[src/rtl/eth_upload_sched_if.sv]
// Channel bundle shared by the two frame sources, the upload scheduler and the Ethernet engine.
// master is the scheduler's view; slave is the view of the sources and engine around it.
interface eth_upload_sched_if;
    logic [1:0]  src_req;
    logic [8:0]  src0_len;
    logic [8:0]  src1_len;
    logic [1:0]  src_grant;
    logic [1:0]  src_done;
    logic [1:0]  src_err;
    logic [8:0]  src0_rdaddr;
    logic [31:0] src0_rddata;
    logic [8:0]  src1_rdaddr;
    logic [31:0] src1_rddata;
    logic        tx_data_en;
    logic [8:0]  tx_data_len;
    logic [8:0]  upload_ram_rdaddr;
    logic [31:0] upload_ram_rddata;
    logic        tx_done;
    logic        sched_busy;

    modport master (
        input  src_req, src0_len, src1_len, src0_rddata, src1_rddata,
        input  upload_ram_rdaddr, tx_done,
        output src_grant, src_done, src_err, src0_rdaddr, src1_rdaddr,
        output tx_data_en, tx_data_len, upload_ram_rddata, sched_busy
    );

    modport slave (
        output src_req, src0_len, src1_len, src0_rddata, src1_rddata,
        output upload_ram_rdaddr, tx_done,
        input  src_grant, src_done, src_err, src0_rdaddr, src1_rdaddr,
        input  tx_data_en, tx_data_len, upload_ram_rddata, sched_busy
    );
endinterface

[src/rtl/eth_upload_sched.sv]
// Round-robin scheduler sharing one Ethernet upload channel between two frame sources.
// Launches one frame per grant, steers the engine's RAM reads, and applies a watchdog and inter-frame gap.
module eth_upload_sched #(
    parameter int TIMEOUT_CYC = 65535,
    parameter int GAP_CYC     = 12
) (
    input logic                clk,
    input logic                rst_n,
    eth_upload_sched_if.master bus
);
    localparam int WD_W  = $clog2(TIMEOUT_CYC);
    localparam int GAP_W = $clog2(GAP_CYC + 1);

    typedef enum logic [1:0] {
        IDLE  = 2'd0,
        START = 2'd1,
        WAIT  = 2'd2,
        GAP   = 2'd3
    } state_t;

    state_t            state, state_n;
    logic              cur_src, cur_src_n;
    logic              last_src, last_src_n;
    logic [8:0]        len_q, len_n;
    logic [1:0]        done_q, done_n;
    logic [1:0]        err_q, err_n;
    logic [WD_W-1:0]   wd_cnt, wd_cnt_n;
    logic [GAP_W-1:0]  gap_cnt, gap_cnt_n;
    logic              winner;
    logic [8:0]        winner_len;
    logic              wd_expired;
    logic [1:0]        grant;

    // On a tie the source that did not go last wins.
    always_comb begin
        case (bus.src_req)
            2'b01:   winner = 1'b0;
            2'b10:   winner = 1'b1;
            default: winner = ~last_src;
        endcase
        winner_len = winner ? bus.src1_len : bus.src0_len;
    end

    assign wd_expired = (wd_cnt == WD_W'(TIMEOUT_CYC - 1));

    always_comb begin
        state_n    = state;
        cur_src_n  = cur_src;
        last_src_n = last_src;
        len_n      = len_q;
        done_n     = 2'b00;
        err_n      = 2'b00;
        wd_cnt_n   = wd_cnt;
        gap_cnt_n  = gap_cnt;
        case (state)
            IDLE: begin
                if (bus.src_req != 2'b00) begin
                    cur_src_n = winner;
                    // A zero-length frame is dropped without touching the engine.
                    if (winner_len == 9'd0) begin
                        done_n     = {winner, ~winner};
                        err_n      = {winner, ~winner};
                        last_src_n = winner;
                        gap_cnt_n  = '0;
                        state_n    = GAP;
                    end else begin
                        len_n   = winner_len;
                        state_n = START;
                    end
                end
            end
            START: begin
                wd_cnt_n = '0;
                state_n  = WAIT;
            end
            WAIT: begin
                if (bus.tx_done || wd_expired) begin
                    done_n     = {cur_src, ~cur_src};
                    err_n      = bus.tx_done ? 2'b00 : {cur_src, ~cur_src};
                    last_src_n = cur_src;
                    gap_cnt_n  = '0;
                    state_n    = GAP;
                end else begin
                    wd_cnt_n = wd_cnt + WD_W'(1);
                end
            end
            GAP: begin
                if (gap_cnt == GAP_W'(GAP_CYC - 1)) begin
                    state_n = IDLE;
                end else begin
                    gap_cnt_n = gap_cnt + GAP_W'(1);
                end
            end
            default: state_n = IDLE;
        endcase
    end

    // last_src resets to 1 so source 0 takes the first tie.
    always_ff @(posedge clk or negedge rst_n) begin
        if (!rst_n) begin
            state    <= IDLE;
            cur_src  <= 1'b0;
            last_src <= 1'b1;
            len_q    <= 9'd0;
            done_q   <= 2'b00;
            err_q    <= 2'b00;
            wd_cnt   <= '0;
            gap_cnt  <= '0;
        end else begin
            state    <= state_n;
            cur_src  <= cur_src_n;
            last_src <= last_src_n;
            len_q    <= len_n;
            done_q   <= done_n;
            err_q    <= err_n;
            wd_cnt   <= wd_cnt_n;
            gap_cnt  <= gap_cnt_n;
        end
    end

    assign grant = ((state == START) || (state == WAIT)) ? {cur_src, ~cur_src} : 2'b00;

    assign bus.src_grant   = grant;
    assign bus.src_done    = done_q;
    assign bus.src_err     = err_q;
    assign bus.tx_data_en  = (state == START);
    assign bus.tx_data_len = len_q;
    assign bus.sched_busy  = (state != IDLE);

    // Read steering is purely combinational so the engine sees the source RAM's own latency.
    assign bus.src0_rdaddr = grant[0] ? bus.upload_ram_rdaddr : 9'd0;
    assign bus.src1_rdaddr = grant[1] ? bus.upload_ram_rdaddr : 9'd0;
    assign bus.upload_ram_rddata = grant[0] ? bus.src0_rddata :
                                   grant[1] ? bus.src1_rddata : 32'd0;
endmodule
[src/flat_wrapper.sv]
// flat-port wrapper written by rule: the top's interface ports become plain ports
module eth_upload_sched_flat 
#(
    parameter int TIMEOUT_CYC = 65535,
    parameter int GAP_CYC     = 12
)
  (clk, rst_n, bus_src_req, bus_src0_len, bus_src1_len, bus_src0_rddata, bus_src1_rddata, bus_upload_ram_rdaddr, bus_tx_done, bus_src_grant, bus_src_done, bus_src_err, bus_src0_rdaddr, bus_src1_rdaddr, bus_tx_data_en, bus_tx_data_len, bus_upload_ram_rddata, bus_sched_busy);
  eth_upload_sched_if bus_i ();
  input logic clk;
  input logic rst_n;
  input wire logic [$bits(bus_i.src_req)-1:0] bus_src_req;
  input wire logic [$bits(bus_i.src0_len)-1:0] bus_src0_len;
  input wire logic [$bits(bus_i.src1_len)-1:0] bus_src1_len;
  input wire logic [$bits(bus_i.src0_rddata)-1:0] bus_src0_rddata;
  input wire logic [$bits(bus_i.src1_rddata)-1:0] bus_src1_rddata;
  input wire logic [$bits(bus_i.upload_ram_rdaddr)-1:0] bus_upload_ram_rdaddr;
  input wire logic [$bits(bus_i.tx_done)-1:0] bus_tx_done;
  output wire logic [$bits(bus_i.src_grant)-1:0] bus_src_grant;
  output wire logic [$bits(bus_i.src_done)-1:0] bus_src_done;
  output wire logic [$bits(bus_i.src_err)-1:0] bus_src_err;
  output wire logic [$bits(bus_i.src0_rdaddr)-1:0] bus_src0_rdaddr;
  output wire logic [$bits(bus_i.src1_rdaddr)-1:0] bus_src1_rdaddr;
  output wire logic [$bits(bus_i.tx_data_en)-1:0] bus_tx_data_en;
  output wire logic [$bits(bus_i.tx_data_len)-1:0] bus_tx_data_len;
  output wire logic [$bits(bus_i.upload_ram_rddata)-1:0] bus_upload_ram_rddata;
  output wire logic [$bits(bus_i.sched_busy)-1:0] bus_sched_busy;
  assign bus_i.src_req = bus_src_req;
  assign bus_i.src0_len = bus_src0_len;
  assign bus_i.src1_len = bus_src1_len;
  assign bus_i.src0_rddata = bus_src0_rddata;
  assign bus_i.src1_rddata = bus_src1_rddata;
  assign bus_i.upload_ram_rdaddr = bus_upload_ram_rdaddr;
  assign bus_i.tx_done = bus_tx_done;
  assign bus_src_grant = bus_i.src_grant;
  assign bus_src_done = bus_i.src_done;
  assign bus_src_err = bus_i.src_err;
  assign bus_src0_rdaddr = bus_i.src0_rdaddr;
  assign bus_src1_rdaddr = bus_i.src1_rdaddr;
  assign bus_tx_data_en = bus_i.tx_data_en;
  assign bus_tx_data_len = bus_i.tx_data_len;
  assign bus_upload_ram_rddata = bus_i.upload_ram_rddata;
  assign bus_sched_busy = bus_i.sched_busy;
  eth_upload_sched #(.TIMEOUT_CYC(TIMEOUT_CYC), .GAP_CYC(GAP_CYC)) u_core (.clk(clk), .rst_n(rst_n), .bus(bus_i));
endmodule
[config.mk]
export PLATFORM = sky130hd
export DESIGN_NAME = eth_upload_sched_flat
export DESIGN_NICKNAME = d
export VERILOG_FILES = /design/src/rtl/eth_upload_sched_if.sv /design/src/rtl/eth_upload_sched.sv /design/src/flat_wrapper.sv
export SDC_FILE = /design/constraint.sdc
export NUM_CORES = 1
export LEC_CHECK = 0
export ABC_AREA = 0
export ABC_CLOCK_PERIOD_IN_PS = 4100
export CAP_MARGIN = 0
export CORE_UTILIZATION = 23
export CTS_CLUSTER_SIZE = 10
export DETAILED_ROUTE_END_ITERATION = 10
export MAX_ROUTING_LAYER = met4
export SLEW_MARGIN = 40
export SYNTH_ARGS = -nofsm -noshare
export SYNTH_HDL_FRONTEND = slang
export SYNTH_SLANG_ARGS = --single-unit
[constraint.sdc]
create_clock -name clk -period 4.1 [get_ports clk]
set_input_delay 0.82 -clock clk [delete_from_list [all_inputs] [get_ports clk]]
set_output_delay 0.82 -clock clk [all_outputs]
set_load 0.02 [all_outputs]
==> run metrics, run 1 <==
Slew HR approximately 53%; I/O pin cnt 163; reg2reg path depth 8; die area approximately 12000 um^2; async set-reset flop share out of synthesis 100%; WL/cell between 15 and 20 um; Final setup viols 0; syn_nets around 430; CP Class reg2out; crit path DAT 2.43 ns; Sw Share 43.6%; setup_tns 0 ns; CTS root buffer clkbuf_16; Die Wd 112 um; Routability Congestion 0.875; share of the synthesized area in the top cell type approximately 33%; clock sinks 37; largest net degree at the start of global routing 44; remaining global-route overflow 0; clk buf depth 2; syn avg cell area between 8 and 9 um^2; P per Cell Area 684 nW/um^2; yosys warns 0; Clock Power Share roughly 14%; CTS tree built; drt initial violations between 100 and 150; initial antenna violation count 0; Hold-fix buffers, CTS 0; worst-path fanout max 28; Comb pwr share between 60 and 70%; clock latency on the worst-skew pair roughly 0.28 ns; largest area contributor in the netlist dfrtp_1; most common library cells after synthesis mux2i_1, nor2b_1, dfrtp_1, nor2_1, nand2_1; Crit path required time 3.28 ns; DRT antenna net count 0; CP endpoint bus_upload_ram_rddata[21]; Layout Utilization between 40% and 50%; ys flop type dfrtp_1; Initial Util 23.9%; total iterations of the first detailed-routing run 9; status finished, violations left; CTS resizes 0; vias in the first global route 2849; share of layout cells above drive strength 1 ~4.8%; first-pass GRT wire length 14.7 mm; vias post-DR ~2800; Setup crit start u_core.cur_src; Num CTS Buffers 5; worst flop-to-flop path startpoint u_core.state[0]; height of the die 112 um; worst hold-check path type in2async; number of remaining DRC errors 6; clk_skew between 0.007 and 0.008 ns; Unique masters post-synth 39; Worst R2R Setup Slack approximately 1.6 ns; fin crit share about four fifths; final wirelength approximately 9.4 mm; Mapped Cells approximately 320; synth top area cells dfrtp_1, mux2i_1, nor2b_1; I/O Buffers around 160; count leader, synth mux2i_1; Fin. Hold Viols 0; Seq cells post-synth 37; Syn-to-layout area delta 70.8%; Post-Syn Area between 2000 and 3000 um^2; Max-Cap Viols 0; leakage ~2 nW; RSZ-0062 raised after global routing no; core box area around 12000 um^2; htree depth 2; achievable frequency between 300 and 400 MHz; Slew Limit Fails 0; antenna cells 0; Worst-path clk slew 0.06 ns; Site Rows 39; post-DP HPWL 7.54 mm; vias per cell around 4.5; failing checks design-rule violations; worst-margin pin slew around 0.70 ns; GRT Overall Usage approximately 15%; number of synthesized flops with an enable pin 0; Reg power frac ~18%; VDD IR-drop max between 0.2 and 0.3 mV; worst reg2reg endpoint u_core.wd_cnt[15]; Switch Pwr roughly 1.4 mW; Int Power around 1.8 mW; post-CTS setup buffer count 0; Post-layout nets 584; sequential area share after synthesis ~34%; Power Total between 3 and 4 mW; startpoint types register; Tmin final roughly 3.2 ns; Crit. End Element primary output
## how the worst min path moves through the flow
stage / startpoint / end / slack, ns / depth (start not counted)
after floorplan: u_core.wd_cnt[4] / u_core.wd_cnt[4] / 0.48 / 1
after global placement: u_core.wd_cnt[4] / u_core.wd_cnt[4] / 0.51 / 1
after detailed placement: u_core.bus.tx_data_len[3] / u_core.bus.tx_data_len[3] / 0.51 / 2
after CTS: rst_n / u_core.bus.src_done[0] / 0.52 / 1
after global routing: rst_n / u_core.bus.src_done[0] / 0.55 / 1
final: rst_n / u_core.bus.src_done[0] / 0.50 / 1
## per-layer routing
metal / part of all wire, % / global-route usage [%] / up-vias
li1: - / - / 1428
met3: 3.3 / 2.23 / 6
met1: 44 / 18.6 / 1298
met4: 0.78 / 2.88 / 0
met2: 52 / 27.2 / 57
met5: 0 / - / -
## worst max-delay path: stages (launching register included)
cell	delay, ns
dfrtp_2	0.82
buf_4	0.43
mux2i_1	0.13
nor2b_1	0.13
clkdlybuf4s50_1	0.62
## sequential cells by signal, summed over array words and instances, names as in the netlist
register,flops
u_core.bus.src_done,2
u_core.bus.src_err,2
u_core.bus.tx_data_len,9
u_core.cur_src,1
u_core.gap_cnt,4
u_core.last_src,1
u_core.state,2
u_core.wd_cnt,16
## metrics by stage
stage,setup WS [ns],instances,area [um^2],hold slack (ns)
after global routing,0.678,622,4710,0.549
after detailed placement,0.782,614,4540,0.510
after global placement,0.850,614,4530,0.513
after floorplan,1.37,321,2760,0.478
final,0.853,622,4710,0.500
after CTS,0.809,622,4710,0.523
## cells by family after synthesis
logic type	Yosys count	share of synthesized area, %
AO/OA/AOI/OAI	46	9.79
XOR/XNOR	8	2.54
adder cells (fa/ha/maj)	10	4.53
buffers and inverters	24	3.26
flip-flops	37	33.6
multiplexers	45	16.8
AND/OR/NAND/NOR	151	29.5
## power groups by stage
stage | Sequential [mW] | Combinational [mW] | Clock (mW)
2_1_floorplan | 0.564 | 1.23 | 0
3_3_place_gp | 0.572 | 2.20 | 0
3_5_place_dp | 0.571 | 2.22 | 0
4_1_cts | 0.569 | 2.22 | 0.471
5_1_grt | 0.584 | 2.35 | 0.488
6_report | 0.567 | 2.20 | 0.462
## cell usage in the layout, fill, tap and decap left out, types with 2 or more instances in the layout
master	synthesis	layout
and2_1	11	11
clkbuf_16	0	5
nand4_1	7	7
dfrtp_1	36	35
mux2i_1	44	44
ha_1	10	10
xor2_1	6	6
and3_1	9	9
a21oi_1	18	17
inv_1	8	8
clkdlybuf4s50_1	0	161
nand3b_1	2	2
nor2b_1	39	38
o211ai_1	3	3
nand3_1	15	15
nor3_1	6	6
nor4_1	3	3
nand2_1	20	20
nor2_1	28	27
o31ai_1	2	2
o21ai_0	14	14
or3_1	5	5
buf_4	0	5
xnor2_1	2	2
a21oi_2	1	2
nand2b_1	2	2
## layout make-up
class	count	area [um^2]
Inverter	8	30.0
Fill cell	1152	6850
Clock inverter	2	37.5
Tap cell	143	179
Timing Repair Buffer	166	1650
Clock buffer	6	139
Sequential cell	37	928
Multi-Input combinational cell	260	1750
Note: power is estimated with default switching activity, not from simulation.
==> run 2, diff against run 1 <==
Settings changed: ABC_CLOCK_PERIOD_IN_PS 4100 to 3200.
Clock period 4.1 ns to 3.2 ns, I/O delays scaled along.
==> run metrics, run 2 (synthesized netlist as in run 1, its figures left out) <==
status finished, violations left; failing checks design-rule violations; Num CTS Buffers 5 (unchanged); crit-path cells inv_1 -> ha_1 -> nor2b_1 -> and2_1 -> clkdlybuf4s50_1; critical path's top delay family buffers and inverters; startpoint types register; Post-layout nets 586 (+0.34%); number of flip-flops under the largest register name 16 (unchanged); highest layer used for signal routing met4; Switch Pwr 1.79 mW (+28%); Crit path required time 2.56 ns (-0.72 ns); Syn-to-layout area delta 71.4%; worst-path fanout max 10 (-64%); slowest CP cell clkdlybuf4s50_1; I/O pin cnt 163 (unchanged); antenna cells 0 (unchanged); Power Total 4.13 mW (+28%); die area 12400 um^2 (unchanged); Fin. Hold Viols 0 (unchanged); VDD IR-drop max 0.395 mV (+40%); Sw Share 43.4% (-0.16 points); Die Wd 112 um (unchanged); core box area 11600 um^2 (unchanged); Slew Limit Fails 0 (unchanged); DRT antenna net count 0 (unchanged); Initial Util 23.9% (unchanged); Final setup viols 0 (unchanged); worst hold-check path type in2async; largest net degree at the start of global routing 44 (unchanged); clk_skew 0.00258 ns (-0.00528 ns); vias per cell 4.63 (+3.3%); CP Buf/Inv Count 2 (unchanged); achievable frequency ~330 MHz; Clock Power Share 14.1% (-0.2 points); clock sinks 37 (unchanged); total iterations of the first detailed-routing run 8 (-1); Worst path max stage delay 0.62 ns (-0.20 ns); crit path DAT 2.39 ns (-0.04 ns); RSZ-0062 raised after global routing no; Hold-fix buffers, CTS 0 (unchanged); first-pass GRT wire length 14.7 mm (+0.14%); P per Cell Area 874 nW/um^2 (+28%); met2 wire length 4.78 mm (-1.8%); Site Rows 39 (unchanged); commonest non-fill, non-tap cells in the layout clkdlybuf4s50_1, mux2i_1, nor2b_1; CTS tree built; final wirelength 9.40 mm (+0.41%); I/O Buffers 162 (unchanged); WL/cell 15.1 um (about the same); worst-margin pin slew 0.599 ns (-0.102 ns); Int Power 2.34 mW (+28%); Worst-path clk slew 0.06 ns (about the same); Routability Congestion 0.843 (-3.7%); clk buf depth 2 (unchanged); post-DP HPWL 7.65 mm (+1.5%); met3 WL 369 um (+19%); placed cell count 616 (+0.33%); GRT Overall Usage 15.4% (+0.058 points); CTS root buffer clkbuf_16; metal1 wirelength 4.09 mm (-0.44%); CP Class reg2out; Reg with most FFs u_core.wd_cnt; CTS resizes 0 (unchanged); Max-Cap Viols 0 (unchanged); post-place setup slack 0.142 ns (-0.640 ns); remaining global-route overflow 0 (unchanged); height of the die 112 um (unchanged); Finished Layout Cells 624 (+0.32%); vias post-DR 2890 (+3.6%); Slew HR 60.0% (+6.7 points); setup_tns 0 ns (unchanged); initial antenna violation count 0 (unchanged); most common cell after layout, fill and taps aside clkdlybuf4s50_1; Worst R2R Setup Slack 0.71 ns (-0.91 ns); Comb pwr share 68.7% (+0.6 points); htree depth 2 (unchanged); clock latency on the worst-skew pair 0.28 ns (about the same); number of remaining DRC errors 4 (-2); Crit. End Element primary output; leakage 1.97 nW (+0.52%); Reg power frac 17.1% (-0.5 points); drt initial violations 149 (+37%); Final WS setup 0.165 ns (-0.688 ns); Tmin final 3.03 ns; post-CTS setup buffer count 0 (unchanged); vias in the first global route 2821 (-0.98%); fin crit share roughly 95%; share of layout cells above drive strength 1 5.20% (+0.40 points)
run 2: cell types whose count changed in the layout (fill, tap and decap cells not counted), sizes merged:
cell | before | now
buf | 5 | 7
run 2: metrics by stage:
step | area (um^2) | util [%] | hold slack (ns)
floorplan | 2760 | - | 0.344
global placement | 4550 | 39.3 | 0.510
detailed placement | 4550 | 39.3 | 0.505
CTS | 4730 | 40.9 | 0.329
global route | 4730 | 40.9 | 0.354
finish | 4730 | 40.9 | 0.320
run 2: final cells by class:
| class | count | area (um^2) |
|---|---|---|
| fillers | 1149 | 6840 |
| inverters | 8 | 30.0 |
| clock buffers | 6 | 139 |
| clock inverters | 2 | 37.5 |
| flip-flops and latches | 37 | 928 |
| well taps | 143 | 179 |
| repair buffers | 168 | 1660 |
| multi-input cells | 260 | 1750 |
run 2: power groups by stage:
stage / Sequential (mW) / Combinational (mW) / Clock [mW]
6_report: 0.708 / 2.84 / 0.584
5_1_grt: 0.725 / 3.03 / 0.620
4_1_cts: 0.709 / 2.87 / 0.597
3_5_place_dp: 0.712 / 2.86 / 0
3_3_place_gp: 0.714 / 2.84 / 0
2_1_floorplan: 0.722 / 1.57 / 0
run 2: worst register-to-register path, stage by stage (launching register included):
cell and delay (ns):
dfrtp_1 0.40, inv_1 0.13, ha_1 0.40, nor2b_1 0.37
o41ai_1 0.16, nor3_1 0.50, nand4_1 0.19, xor2_1 0.16
nor2_1 0.06
run 2: per-layer routing:
layer | GRT usage [%] | vias up
met1 | 18.6 | 1371
li1 | - | 1437
met4 | 4.32 | 0
met5 | - | -
met2 | 26.2 | 70
met3 | 2.94 | 12
run 2: path summary, 6_finish.rpt:
kind / startpoint / end / depth (start not counted)
setup / recovery: u_core.state[0] / bus_src0_rdaddr[5] / 5
hold reg to reg: u_core.bus.tx_data_len[3] / u_core.bus.tx_data_len[3] / 2
setup reg to reg: u_core.state[0] / u_core.wd_cnt[9] / 8
min in group clk: u_core.bus.tx_data_len[3] / u_core.bus.tx_data_len[3] / 2
max in group asynchronous: rst_n / u_core.cur_src / 1
hold / removal: rst_n / u_core.wd_cnt[14] / 1
==> run 3, diff against run 2 <==
Settings changed: ABC_AREA 0 to default, ABC_CLOCK_PERIOD_IN_PS 3200 to default, SKIP_CTS_REPAIR_TIMING from default to 1.
==> results of run 3 <==
No change in the layout: final DEF, timing and power equal those of run 2.
